## src/rtl/aac_bs_pkg.sv

```systemverilog
// Shared constants and types for the AAC bitstream reader.
//   MAX_BITS : largest field width served per request
//   ACC_W    : width of the bit accumulator
//   state_t  : request-handling FSM states
package aac_bs_pkg;
  localparam int MAX_BITS = 16;
  localparam int ACC_W    = 32;

  typedef enum logic [1:0] {
    IDLE = 2'd0,
    ACK  = 2'd1,
    ERR  = 2'd2
  } state_t;
endpackage

```

## src/rtl/aac_byte_fifo.sv

```systemverilog
// Synchronous byte FIFO between the stream input and the bit accumulator.
// Ports:
//   clk, rst_n     : clock, async active-low reset
//   push, din      : write request and byte (ignored while full)
//   pop, dout      : read request (ignored while empty), head byte (show-ahead)
//   full, empty    : occupancy flags
module aac_byte_fifo #(
  parameter int DEPTH = 8
) (
  input  logic       clk,
  input  logic       rst_n,
  input  logic       push,
  input  logic [7:0] din,
  input  logic       pop,
  output logic [7:0] dout,
  output logic       full,
  output logic       empty
);
  localparam int AW = $clog2(DEPTH);

  logic [7:0]  mem [DEPTH];
  logic [AW:0] wr_ptr;
  logic [AW:0] rd_ptr;
  logic        do_push;
  logic        do_pop;

  // Extra pointer MSB distinguishes full from empty when the indices match.
  assign full    = (wr_ptr[AW] != rd_ptr[AW]) && (wr_ptr[AW-1:0] == rd_ptr[AW-1:0]);
  assign empty   = (wr_ptr == rd_ptr);
  assign do_push = push && !full;
  assign do_pop  = pop && !empty;
  assign dout    = mem[rd_ptr[AW-1:0]];

  always_ff @(posedge clk or negedge rst_n) begin
    if (!rst_n) begin
      wr_ptr <= '0;
      rd_ptr <= '0;
    end else begin
      if (do_push) wr_ptr <= wr_ptr + 1'b1;
      if (do_pop)  rd_ptr <= rd_ptr + 1'b1;
    end
  end

  always_ff @(posedge clk) begin
    if (do_push) mem[wr_ptr[AW-1:0]] <= din;
  end
endmodule

```

## src/rtl/aac_bitstream_reader.sv

```systemverilog
// AAC bitstream reader: buffers stream bytes and serves MSB-first bit fields.
// Ports:
//   clk, rst_n                 : clock, async active-low reset
//   in_valid, in_data, in_ready: byte stream input (valid/ready)
//   rd_req, rd_len, rd_align   : field request (held until rd_ack / err)
//   rd_ack, rd_data            : one-cycle served pulse, right-aligned field
//   err                        : one-cycle pulse for an illegal rd_len
//   bits_avail                 : valid bits in the accumulator
//
// state | meaning
// IDLE  | waiting for a request, or stalled until enough bits are buffered
// ACK   | field served, rd_ack high for this cycle
// ERR   | illegal width requested, err high for this cycle
module aac_bitstream_reader
  import aac_bs_pkg::*;
#(
  parameter int FIFO_DEPTH = 8
) (
  input  logic        clk,
  input  logic        rst_n,
  input  logic        in_valid,
  input  logic [7:0]  in_data,
  output logic        in_ready,
  input  logic        rd_req,
  input  logic [4:0]  rd_len,
  input  logic        rd_align,
  output logic        rd_ack,
  output logic [15:0] rd_data,
  output logic        err,
  output logic [5:0]  bits_avail
);
  localparam logic [4:0] MAX_LEN = 5'(MAX_BITS);
  localparam logic [5:0] ACC_BITS = 6'(ACC_W);

  state_t           state, state_nx;
  logic [ACC_W-1:0] acc, acc_nx, acc_sh, field, ins;
  logic [5:0]       avail_nx, avail_sh, consume, ins_sh;
  logic [15:0]      data_nx;
  logic             len_legal;
  logic             fifo_full, fifo_empty, fifo_pop;
  logic [7:0]       fifo_dout;

  aac_byte_fifo #(.DEPTH(FIFO_DEPTH)) u_fifo (
    .clk   (clk),
    .rst_n (rst_n),
    .push  (in_valid),
    .din   (in_data),
    .pop   (fifo_pop),
    .dout  (fifo_dout),
    .full  (fifo_full),
    .empty (fifo_empty)
  );

  assign in_ready  = !fifo_full;
  assign rd_ack    = (state == ACK);
  assign err       = (state == ERR);
  assign len_legal = (rd_len != 5'd0) && (rd_len <= MAX_LEN);
  assign field     = acc >> (ACC_BITS - {1'b0, rd_len});
  // Refill decision uses the pre-consume count so at most one byte lands per cycle.
  assign fifo_pop  = !fifo_empty && (bits_avail <= 6'd24);

  always_comb begin
    state_nx = state;
    consume  = 6'd0;
    data_nx  = rd_data;
    unique case (state)
      IDLE: begin
        if (rd_req) begin
          if (rd_align) begin
            // Only whole bytes are loaded, so the residue mod 8 is the distance to the boundary.
            consume  = {3'b000, bits_avail[2:0]};
            data_nx  = 16'h0000;
            state_nx = ACK;
          end else if (!len_legal) begin
            state_nx = ERR;
          end else if (bits_avail >= {1'b0, rd_len}) begin
            consume  = {1'b0, rd_len};
            data_nx  = field[15:0];
            state_nx = ACK;
          end
        end
      end
      ACK:     state_nx = IDLE;
      ERR:     state_nx = IDLE;
      default: state_nx = IDLE;
    endcase

    // Shift out consumed bits first, then insert the refill byte just below the valid region.
    acc_sh   = acc << consume;
    avail_sh = bits_avail - consume;
    ins_sh   = 6'd24 - avail_sh;
    ins      = {24'h000000, fifo_dout} << ins_sh;
    acc_nx   = acc_sh;
    avail_nx = avail_sh;
    if (fifo_pop) begin
      acc_nx   = acc_sh | ins;
      avail_nx = avail_sh + 6'd8;
    end
  end

  always_ff @(posedge clk or negedge rst_n) begin
    if (!rst_n) begin
      state      <= IDLE;
      acc        <= '0;
      bits_avail <= 6'd0;
      rd_data    <= 16'h0000;
    end else begin
      state      <= state_nx;
      acc        <= acc_nx;
      bits_avail <= avail_nx;
      rd_data    <= data_nx;
    end
  end
endmodule
```

## config.mk

```make
export PLATFORM = sky130hd
export DESIGN_NAME = aac_bitstream_reader
export DESIGN_NICKNAME = d
export VERILOG_FILES = /design/src/rtl/aac_bs_pkg.sv /design/src/rtl/aac_byte_fifo.sv /design/src/rtl/aac_bitstream_reader.sv
export SDC_FILE = /design/constraint.sdc
export NUM_CORES = 1
export LEC_CHECK = 0
export CORE_AREA = 4 4 143 103
export DETAILED_ROUTE_END_ITERATION = 10
export DIE_AREA = 0 0 147 107
export HOLD_SLACK_MARGIN = 0.03
export PLACE_DENSITY = 0.79
export SETUP_SLACK_MARGIN = 0.5
export SLEW_MARGIN = 40
export SYNTH_ARGS = -nofsm -noshare
export SYNTH_HDL_FRONTEND = slang
export SYNTH_SLANG_ARGS = --single-unit
export TNS_END_PERCENT = 30
```

## constraint.sdc

```tcl
create_clock -name clk -period 6.1 [get_ports clk]
set_input_delay 1.22 -clock clk [delete_from_list [all_inputs] [get_ports clk]]
set_output_delay 1.22 -clock clk [all_outputs]
set_load 0.02 [all_outputs]
```

==> run summary, run 1 <==
Status
- outcome: complete, no violations

Clock tree
- clock buffer count from CTS: 17
- CTS HTree Levels: 4
- CTS max path bufs: 2
- later-pin clock latency in the skew report: 0.42 ns
- number of hold buffers added after CTS: 0
- Sinks on Clock Net: 128
- clock slew at reported path FFs: 0.06 ns
- CTS root buf: sky130_fd_sc_hd__clkbuf_16
- CTS tree: built

Floorplanning
- I/O pins: 43
- Floorplan Core Area: 0.0132 mm²
- die extent in y: 107 µm
- number of placement rows: 35
- DIE WIDTH: 147 µm
- initial core utilization: 59.9%
- total die area: 0.0157 mm²

Synthesis
- portion of the post-synthesis area used by sequential elements: 44.6%
- area fraction in and, or, nand and nor cells after synthesis: 11.9%
- post-synthesis async set-or-reset flop share: 50.0%
- number of synthesized flops with an enable pin: 64
- top flip-flop cell by instance count after synthesis: sky130_fd_sc_hd__edfxtp_1
- cell type with the largest total area after synthesis: sky130_fd_sc_hd__edfxtp_1
- FF+latch count, synth: 128
- share of the synthesized area in compound gates (AO/OA/AOI/OAI): 15.0%
- number of warnings issued by yosys: 0
- adder-cell share of the synthesized area: 2.79%
- xor/xnor cell area share of the yosys netlist: 2.88%
- Syn Area/Cell: 11.0 µm²
- top cells by count, synth: sky130_fd_sc_hd__mux2i_1 (76), sky130_fd_sc_hd__nand2_1 (69), sky130_fd_sc_hd__nor2_1 (65)
- top post-synthesis cells by area: sky130_fd_sc_hd__edfxtp_1 (24%), sky130_fd_sc_hd__dfrtp_1 (20%), sky130_fd_sc_hd__mux2i_1 (9.6%), sky130_fd_sc_hd__mux4_2 (6.3%), sky130_fd_sc_hd__nand2_1 (3.3%)
- cell with the most instances after synthesis: sky130_fd_sc_hd__mux2i_1
- fraction of post-synthesis cell area in the top cell type by area: 24.3%
- combinational family with the most area after synthesis: multiplexers
- count of cell types in the netlist: 74
- cell count after synthesis: 720
- net count of the mapped netlist: 755
- Post-Syn Area: 0.00789 mm²
- multiplexer share of the synthesized area: 18.7%

Critical path
- endpoint class of the critical path: register
- critical path, cell by cell: clkdlybuf4s50_1, inv_2, ha_1, a21o_1, a211oi_2, o21ai_2, a41oi_4, inv_1, ha_1, inv_1, fa_1, inv_1, ha_1, buf_4, mux2i_1, mux2i_1, inv_1, o22ai_1, a21oi_1, o221ai_1
- startpoint type of the worst setup path: input port
- cell type of the slowest stage on the worst timing path: sky130_fd_sc_hd__clkdlybuf4s50_1
- critical path's most frequent cell: sky130_fd_sc_hd__inv_1
- data required time of the worst path: 6.42 ns
- Max Fanout on Critical Path: 8
- delay of the slowest critical-path stage: 0.67 ns
- Critical Path AT: 5.80 ns
- Critical Setup Path Class: input port to register

Global route
- maximum number of pins on one net before global-route repair: 65
- overall routing resource usage: 28.8%
- Overflow after GRT: 0
- number of global-route vias before repair: 6,165
- global-route wire length before repair: 35,200 µm
- antenna violations before repair: 1

Detailed routing
- total vias in the final route: 6,313
- total DRC errors in the routed layout: 0
- total routed wirelength: 21,900 µm
- drt initial violations: 766
- post-detailed-route count of antenna-violating nets: 0
- router iterations before antenna repair: 5
- ratio of routed vias to standard cells: 6.54
- routed wire length per instance: 22.7 µm

Layout
- net total in the final layout: 803
- final cell count without fillers: 966
- antenna diode count: 0
- fraction of layout instances using a drive strength above 1: 18.1%
- Area growth, synth to finish: 16.3%
- final design utilization: 69.6%

Placement
- final weighted congestion in routability-driven placement: 0.990
- HPWL after detailed placement: 15,700 µm
- Cells after DPL: 930
- I/O Buffers: 42

Timing
- sum of negative setup slack: 0 ns
- final hold violation count: 0
- total of endpoints with negative setup slack in the final report: 0
- final cycle utilization of the critical path: 89.8%
- worst slew pin tran: 0.783 ns
- worst hold margin: 0.478 ns
- maximum clock rate: 0.183 GHz
- max-slew violations: 0
- Max-slew headroom: 47.7%
- final period demand of the worst path: 5.48 ns
- setup repair after global routing missed its margin: true
- maximum clock skew at final layout: 0.00812 ns

Pwr
- total leakage power: 0.00374 µW
- peak supply drop: 0.432 mV
- pwr dens: 626 mW/mm²

Worst hold path
- class of the worst hold path: register to register

Run
- max capacitance violation total: 0

critical path: cells and delay by family:
family | cells | cell delay [ns]
mux | 2 | 0.58
buf+inv | 7 | 1.36
compound gates | 7 | 1.42
fa+ha+maj | 4 | 1.21
metal layers:
layer	global-route usage, %	wire length [µm]	vias to the layer above
li1	-	-	2809
met1	44.2	10200	3149
met2	41.8	9520	312
met3	5.07	1700	41
met4	8.84	461	2
met5	0	8	-
repair_timing:
| item | CTS | global route |
|---|---|---|
| gates resized for setup | 0 | 11 |
| setup buffers | 0 | 4 |
| setup endpoints to repair | 0 | 26 |
area by class of cell:
cell class              count  area (µm²)
clock buffers              18         429
clock inverters            14         144
fillers                   969        4000
inverters                  21        82.6
multi-input cells         531        4140
flip-flops and latches    128        3520
well taps                 185         231
repair buffers             69         624
through the flow:
step	cell area, µm²	worst slack, ns	total power, µW
floorplan	7910	0.538	3520
global route	9180	0.414	6050
finish	9180	0.621	5750
detailed placement	8510	0.152	4490
global placement	8490	0.357	4420
CTS	9080	0.527	5510
cells by family after synthesis:
| family | count (synthesis) |
|---|---|
| and+or+nand+nor | 204 |
| xor gates and xnor gates | 23 |
| adders and majority gates | 17 |
| muxes | 117 |
| AOI/OAI and AO/OA | 170 |
| buffers and inverters | 61 |
| DFF | 128 |
sequential cells by signal, summed over array words and instances (netlist names):
name / count
bits_avail: 6
u_fifo.mem: 64
u_fifo.wr_ptr: 4
rd_data: 16
u_fifo.rd_ptr: 4
state: 2
acc: 32
placed cells by master, fill, tap and decap left out, drive strengths merged, types with 6 or more instances in the layout:
cell	Yosys	layout
clkdlybuf4s50	0	40
nand3	16	16
nor3	12	12
a211oi	9	9
inv	20	29
nor2	65	65
nand2b	10	10
and3	6	6
o21ai	39	39
nor2b	7	7
nand2	69	69
mux2i	76	76
mux2	19	19
edfxtp	64	64
a22o	13	13
a22oi	9	9
dfrtp	64	64
a21oi	34	34
clkbuf	15	18
o22ai	14	14
o211ai	7	7
buf	25	28
mux4	22	22
xnor2	15	15
xor2	8	8
o221ai	6	6
ha	16	16
a21o	7	7
report_power, final:
group,total (µW),internal [µW],switching (µW)
sequential,1370,1140,237
combinational,3370,1330,2040
clock,999,574,425
total,5750,3040,2710
path summary, 6_finish.rpt:
kind / startpoint / endpoint / slack (ns) / cells past startpoint
max: rd_len[2] / acc[29] / 0.62 / 20
max in group asynchronous: rst_n / u_fifo.rd_ptr[1] / 4.78 / 2
min reg2reg: rd_data[10] / rd_data[10] / 0.48 / 2
max reg2reg: bits_avail[0] / acc[17] / 1.54 / 20
min: rd_data[10] / rd_data[10] / 0.48 / 2
min in group asynchronous: rst_n / u_fifo.wr_ptr[2] / 0.88 / 2
Note: power is estimated with default switching activity, not from simulation.
==> run 2: changes to the inputs <==
--- a/config.mk
+++ b/config.mk
@@ -10,7 +10,7 @@
 export DIE_AREA = 0 0 147 107
 export HOLD_SLACK_MARGIN = 0.03
 export PLACE_DENSITY = 0.79
-export SETUP_SLACK_MARGIN = 0.5
+export SETUP_SLACK_MARGIN = 0.1
 export SLEW_MARGIN = 40
 export SYNTH_ARGS = -nofsm -noshare
 export SYNTH_HDL_FRONTEND = slang
==> run 2 against run 1 <==
Compared with the run above: cell area decreased by 0.89%; critical path depth increased by 1; clock skew increased by 0.0020 ns; die area unchanged; non-clock buffer count decreased by 3; sequential share of layout area increased by 0.34 points; routed wire length decreased by 1.2%; worst setup slack got worse by 0.27 ns; clock-buffer cell count increased by 1; critical endpoint is now acc[17].
==> run summary, run 2 (synthesis gave the netlist of run 1 again) <==
Status
- outcome: complete, no violations

Clock tree
- CTS HTree Levels: 4, unchanged
- number of hold buffers added after CTS: 0, unchanged
- later-pin clock latency in the skew report: 0.41 ns, about the same
- clock slew at reported path FFs: 0.06 ns, about the same
- CTS tree: built
- clock buffer count from CTS: 17, unchanged
- Setup Buffers After CTS: 0, unchanged
- Sinks on Clock Net: 128, unchanged
- count of cells resized by post-cts repair: 0, unchanged
- CTS max path bufs: 2, unchanged
- CTS root buf: sky130_fd_sc_hd__clkbuf_16

Detailed routing
- drt initial violations: 939, +23%
- total DRC errors in the routed layout: 0, unchanged
- total vias in the final route: 6,398, +1.3%
- ratio of routed vias to standard cells: 6.64, +1.7%
- total routed wirelength: 21,700 µm, -1.2%
- routed wire length per instance: 22.5 µm, -0.87%
- post-detailed-route count of antenna-violating nets: 0, unchanged
- router iterations before antenna repair: 6, +1

Global route
- maximum number of pins on one net before global-route repair: 65, unchanged
- overall routing resource usage: 28.3%, -0.52 points
- global-route wire length before repair: 35,000 µm, -0.37%
- antenna violations before repair: 0, -1
- number of global-route vias before repair: 6,238, +1.2%
- Overflow after GRT: 0, unchanged

Timing
- worst hold margin: 0.486 ns, +0.00824 ns
- maximum clock rate: 0.174 GHz, -4.8%
- max-slew violations: 0, unchanged
- setup repair after global routing missed its margin: false
- final period demand of the worst path: 5.75 ns, +0.274 ns
- total of endpoints with negative setup slack in the final report: 0, unchanged
- Max-slew headroom: 48.6%, +0.90 points
- sum of negative setup slack: 0 ns, unchanged
- final cycle utilization of the critical path: 94.3%, +4.5 points
- maximum clock skew at final layout: 0.0101 ns, +0.00196 ns
- final hold violation count: 0, unchanged
- worst slew pin tran: 0.770 ns, -0.0135 ns

Critical path
- count of buffering cells on the critical path with inverters included: 3, -4
- critical path, cell by cell: clkdlybuf4s50_1, inv_2, ha_1, a21o_1, a211oi_2, o21ai_2, and3_4, a32o_2, inv_4, ha_1, nor2b_1, o21ai_0, nor3b_2, nor2_1, ha_1, a21boi_1, xor2_1, or4_1, nor2_1, a32o_1, or3_1
- data required time of the worst path: 6.39 ns, -0.03 ns
- FF-to-FF path depth: 19, -5.0%
- endpoint class of the critical path: register
- delay of the slowest critical-path stage: 0.57 ns, -0.10 ns
- Critical Setup Path Class: input port to register
- worst reg-to-reg setup slack: 1.32 ns, -0.22 ns
- Critical Path AT: 6.04 ns, +0.24 ns
- critical path's most frequent cell: sky130_fd_sc_hd__ha_1
- cell type group with the largest total delay on the critical path: simple AND/OR/NAND/NOR gates
- cell type of the slowest stage on the worst timing path: sky130_fd_sc_hd__clkdlybuf4s50_1
- startpoint type of the worst setup path: input port
- Max Fanout on Critical Path: 5, -3
- launch instance of the worst register-to-register path: bits_avail[0]
- FF-to-FF End: acc[17]

Floorplanning
- DIE WIDTH: 147 µm, unchanged
- Floorplan Core Area: 0.0132 mm², unchanged
- total die area: 0.0157 mm², unchanged
- number of placement rows: 35, unchanged
- I/O pins: 43, unchanged
- die extent in y: 107 µm, unchanged
- initial core utilization: 59.9%, unchanged

Layout
- max reg flops: 64, unchanged
- commonest non-fill, non-tap cells in the layout: sky130_fd_sc_hd__mux2i_1 (76), sky130_fd_sc_hd__nand2_1 (69), sky130_fd_sc_hd__edfxtp_1 (64)
- Storage cell area: 0.00352 mm², unchanged
- final design utilization: 69.0%, -0.62 points
- commonest non-fill, non-tap cell in the layout: sky130_fd_sc_hd__mux2i_1
- fraction of layout instances using a drive strength above 1: 16.1%, -2.0 points
- filler instances: 964, -0.52%
- Area growth, synth to finish: 15.2%
- antenna diode count: 0, unchanged
- total area of multi-input combinational cells: 0.00409 mm², -1.4%
- net total in the final layout: 800, -0.37%

Pwr
- pwr dens: 614 mW/mm², -1.9%
- peak supply drop: 0.397 mV, -8.1%
- total leakage power: 0.00371 µW, -0.98%

Worst hold path
- endpoint of the worst hold path: rd_data[8]
- startpoint of the most critical hold path: rd_data[8]
- class of the worst hold path: register to register
- Min-Delay Path Depth: 2, unchanged

Placement
- final weighted congestion in routability-driven placement: 1.08, +8.7%
- I/O Buffers: 42, unchanged
- HPWL after detailed placement: 15,500 µm, -1.1%

Run
- max capacitance violation total: 0, unchanged

-- run 2: power breakdown --
| part | internal, µW | total, µW | switching (µW) |
|---|---|---|---|
| Clock | 603 | 991 | 389 |
| Sequential | 1140 | 1370 | 233 |
| Combinational | 1240 | 3220 | 1980 |
| Total | 2980 | 5590 | 2600 |
-- run 2: layer usage --
layer	global-route usage (%)	routed length, µm	vias up
li1	-	-	2805
met1	41.9	9570	3157
met4	7.38	405	0
met5	0	0	-
met2	40.3	9270	382
met3	8.96	2410	54
-- run 2: layout make-up --
| type | count | area share [%] |
|---|---|---|
| well taps | 185 | 2.54 |
| repair buffers | 66 | 6.59 |
| clock buffers | 19 | 4.76 |
| inverters | 21 | 0.894 |
| multi-input cells | 531 | 44.9 |
| clock inverters | 13 | 1.55 |
| flip-flops and latches | 128 | 38.7 |
-- run 2: how the worst max path moves through the flow --
stage               from      end  cells past startpoint
4_1_cts        rd_len[3]  acc[17]                     21
2_1_floorplan  rd_len[0]  acc[17]                     24
5_1_grt        rd_len[3]  acc[17]                     21
6_report       rd_len[3]  acc[17]                     21
3_5_place_dp   rd_len[3]  acc[17]                     21
3_3_place_gp   rd_len[0]  acc[17]                     20
-- run 2: stage by stage --
stage          total power [µW]  setup slack (ns)  std cells  area, µm²
2_1_floorplan              3510             0.373        720       7890
3_3_place_gp               4370             0.335        931       8490
3_5_place_dp               4450             0.100        931       8500
4_1_cts                    5470             0.480        963       9070
5_1_grt                    5890             0.109        963       9100
6_report                   5590             0.347        963       9100
-- run 2: worst min-delay path, stage by stage, from the launching register on --
cell and delay, ns:
sky130_fd_sc_hd__dfrtp_1 0.34, sky130_fd_sc_hd__nand2_1 0.05, sky130_fd_sc_hd__o21ai_0 0.06
==> run 3: changes to the inputs <==
--- a/config.mk
+++ b/config.mk
@@ -5,11 +5,11 @@
 export SDC_FILE = /design/constraint.sdc
 export NUM_CORES = 1
 export LEC_CHECK = 0
-export CORE_AREA = 4 4 143 103
+export CORE_AREA = 4 4 149 108
 export DETAILED_ROUTE_END_ITERATION = 10
-export DIE_AREA = 0 0 147 107
+export DIE_AREA = 0 0 153 112
 export HOLD_SLACK_MARGIN = 0.03
-export PLACE_DENSITY = 0.79
+export PLACE_DENSITY = 0.76
 export SETUP_SLACK_MARGIN = 0.1
 export SLEW_MARGIN = 40
 export SYNTH_ARGS = -nofsm -noshare
==> constraint.sdc (replaced) <==
create_clock -name clk -period 4.7 [get_ports clk]
set_input_delay 0.94 -clock clk [delete_from_list [all_inputs] [get_ports clk]]
set_output_delay 0.94 -clock clk [all_outputs]
set_load 0.02 [all_outputs]
==> run 3 against run 2 <==
Compared with the run above: critical path depth unchanged; critical endpoint unchanged; largest cell class unchanged; worst setup slack got worse by 0.13 ns; clock skew increased by 0.00070 ns; first-iteration DRC count decreased by 22%; core utilization rose by 0.16 points; die area rose by 8.9%; non-clock buffer count grew 92; flip-flop and latch count stayed put; via count up 4.3%.
==> run summary, run 3 (synthesis gave the netlist of run 1 again) <==
Layout
- net total in the final layout: 892, +12%
- final non-filler cell area: 0.0101 mm², +11%
- antenna diode count: 0, unchanged
- max reg flops: 64, unchanged
- Area growth, synth to finish: 27.4%
- commonest non-fill, non-tap cells in the layout: sky130_fd_sc_hd__buf_4 (112), sky130_fd_sc_hd__mux2i_1 (74), sky130_fd_sc_hd__nand2_1 (68)
- fraction of layout instances using a drive strength above 1: 28.4%, +12 points
- commonest non-fill, non-tap cell in the layout: sky130_fd_sc_hd__buf_4
- final design utilization: 69.2%, +0.16 points

Timing
- post-layout worst setup margin: 0.212 ns, -0.135 ns
- maximum clock rate: 0.223 GHz
- total of endpoints with negative setup slack in the final report: 0, unchanged
- worst hold margin: 0.480 ns, -0.00656 ns
- maximum clock skew at final layout: 0.0108 ns, +0.000703 ns
- setup repair after global routing missed its margin: true
- final hold violation count: 0, unchanged
- final period demand of the worst path: 4.49 ns
- max-slew violations: 0, unchanged
- worst slew pin tran: 0.855 ns, +0.0852 ns
- Max-slew headroom: 42.6%, -6.0 points
- final cycle utilization of the critical path: 95.5%

Detailed routing
- routed wire length per instance: 21.3 µm, -5.1%
- router iterations before antenna repair: 7, +1
- Met3 Wirelength: 2300 µm, -4.5%
- sum of met2 wire segment lengths after detailed routing: 9730 µm, +4.9%
- ratio of routed vias to standard cells: 6.26, -5.7%
- top layer used by detailed routing: met4
- wl on met1: 10,300 µm, +7.7%
- total DRC errors in the routed layout: 0, unchanged
- total vias in the final route: 6,671, +4.3%
- total routed wirelength: 22,700 µm, +4.9%
- drt initial violations: 729, -22%
- post-detailed-route count of antenna-violating nets: 0, unchanged

Critical path
- Critical Setup Path Class: input port to register
- FF-to-FF End: acc[17]
- startpoint type of the worst setup path: input port
- worst reg-to-reg setup slack: 0.47 ns, -0.85 ns
- data required time of the worst path: 5.06 ns, -1.33 ns
- startpoint of the worst setup timing path: rd_len[3]
- crit path to: acc[17]
- Critical Path AT: 4.85 ns, -1.19 ns
- endpoint class of the critical path: register
- FF-to-FF path depth: 22, +3
- Max Fanout on Critical Path: 4, -1
- launch instance of the worst register-to-register path: bits_avail[0]

Clock tree
- Sinks on Clock Net: 128, unchanged
- clock buffer count from CTS: 17, unchanged
- later-pin clock latency in the skew report: 0.42 ns, about the same
- clock slew at reported path FFs: 0.06 ns, about the same
- CTS root buf: sky130_fd_sc_hd__clkbuf_16
- CTS max path bufs: 2, unchanged
- number of hold buffers added after CTS: 0, unchanged
- CTS HTree Levels: 4, unchanged
- CTS tree: built

Global route
- number of global-route vias before repair: 6,473, +3.8%
- global-route wire length before repair: 35,900 µm, +2.4%
- maximum number of pins on one net before global-route repair: 38, -42%
- antenna violations before repair: 0, unchanged
- Overflow after GRT: 0, unchanged
- overall routing resource usage: 26.6%, -1.7 points

Worst hold path
- class of the worst hold path: register to register
- Min-Delay Path Depth: 2, unchanged

Floorplanning
- die extent in y: 112 µm, +4.7%
- I/O pins: 43, unchanged
- number of placement rows: 37, +5.7%
- Floorplan Core Area: 0.0145 mm², +10%
- initial core utilization: 54.3%, -5.6 points
- DIE WIDTH: 153 µm, +4.1%
- total die area: 0.0171 mm², +8.9%

Status
- outcome: complete, no violations

Pwr
- peak supply drop: 0.646 mV, +63%
- pwr dens: 877 mW/mm², +43%
- total leakage power: 0.00421 µW, +14%
- post-layout power: 8810 µW, +58%

Placement
- post-placement setup slack: -0.494 ns, -0.594 ns
- HPWL after detailed placement: 16,200 µm, +4.5%
- area after detailed placement: 0.00923 mm², +8.6%
- final weighted congestion in routability-driven placement: 1.03, -4.3%
- I/O Buffers: 42, unchanged

Run
- max capacitance violation total: 0, unchanged

run 3: changes by cell type in the layout (fill, tap and decap cells not counted), moves of 4 or more:
cell,previous run,this run
sky130_fd_sc_hd__buf_4,23,112
sky130_fd_sc_hd__ha_1,16,9
sky130_fd_sc_hd__ha_4,0,7
sky130_fd_sc_hd__clkdlybuf4s50_1,41,36
sky130_fd_sc_hd__dlygate4sd2_1,0,5
sky130_fd_sc_hd__inv_6,2,6
run 3: area by class of cell:
type | count | area [µm²]
Sequential cell | 128 | 3520
Clock inverter | 15 | 171
Inverter | 21 | 101
Fill cell | 1048 | 4480
Timing Repair Buffer | 158 | 1300
Tap cell | 195 | 244
Multi-Input combinational cell | 531 | 4290
Clock buffer | 17 | 425
run 3: critical path: stages:
cell and delay (ns):
sky130_fd_sc_hd__dlygate4sd2_1 0.26, sky130_fd_sc_hd__inv_2 0.08, sky130_fd_sc_hd__ha_4 0.20, sky130_fd_sc_hd__a21o_1 0.16
sky130_fd_sc_hd__a211oi_2 0.19, sky130_fd_sc_hd__o21ai_2 0.10, sky130_fd_sc_hd__and3_4 0.19, sky130_fd_sc_hd__a32o_2 0.26
sky130_fd_sc_hd__inv_8 0.07, sky130_fd_sc_hd__ha_1 0.22, sky130_fd_sc_hd__nor2b_2 0.15, sky130_fd_sc_hd__o21ai_1 0.15
sky130_fd_sc_hd__nor3b_4 0.27, sky130_fd_sc_hd__nor2_4 0.09, sky130_fd_sc_hd__ha_4 0.18, sky130_fd_sc_hd__a21boi_4 0.19
sky130_fd_sc_hd__xor2_4 0.11, sky130_fd_sc_hd__or4_4 0.58, sky130_fd_sc_hd__nor2_4 0.16, sky130_fd_sc_hd__a32o_1 0.17
sky130_fd_sc_hd__or3_1 0.10
run 3: worst min path at each step:
| stage | from | end |
|---|---|---|
| final | rd_data[9] | rd_data[9] |
| after global routing | rd_data[2] | rd_data[2] |
| after CTS | rd_data[9] | rd_data[9] |
| after detailed placement | rd_data[8] | rd_data[8] |
| after global placement | rd_data[10] | rd_data[10] |
| after floorplan | u_fifo.wr_ptr[3] | u_fifo.wr_ptr[3] |
run 3: metal layers:
layer / track usage (%) / up-vias
met1: 40.5 / 3219
met2: 38.0 / 409
li1: - / 3001
met3: 6.45 / 42
met4: 7.24 / 0
met5: 0 / -
run 3: what timing repair did:
| action | CTS | global route |
|---|---|---|
| resized for setup | 19 | 6 |
| buffers inserted | 9 | 8 |
| endpoints found under the setup margin | 24 | 12 |
| pin swaps | 14 | 13 |
run 3: stage by stage:
step,instances,setup TNS (ns)
final,1065,0
after detailed placement,1016,-11.23
after global placement,1016,-7.99
after floorplan,720,-0.466
after global routing,1065,0
after CTS,1057,0
run 3: report_power, final:
group | switching, µW | leakage (µW) | internal [µW]
Combinational | 2950 | 0.00252 | 2720
Clock | 537 | 0.000286 | 796
Sequential | 331 | 0.00141 | 1480
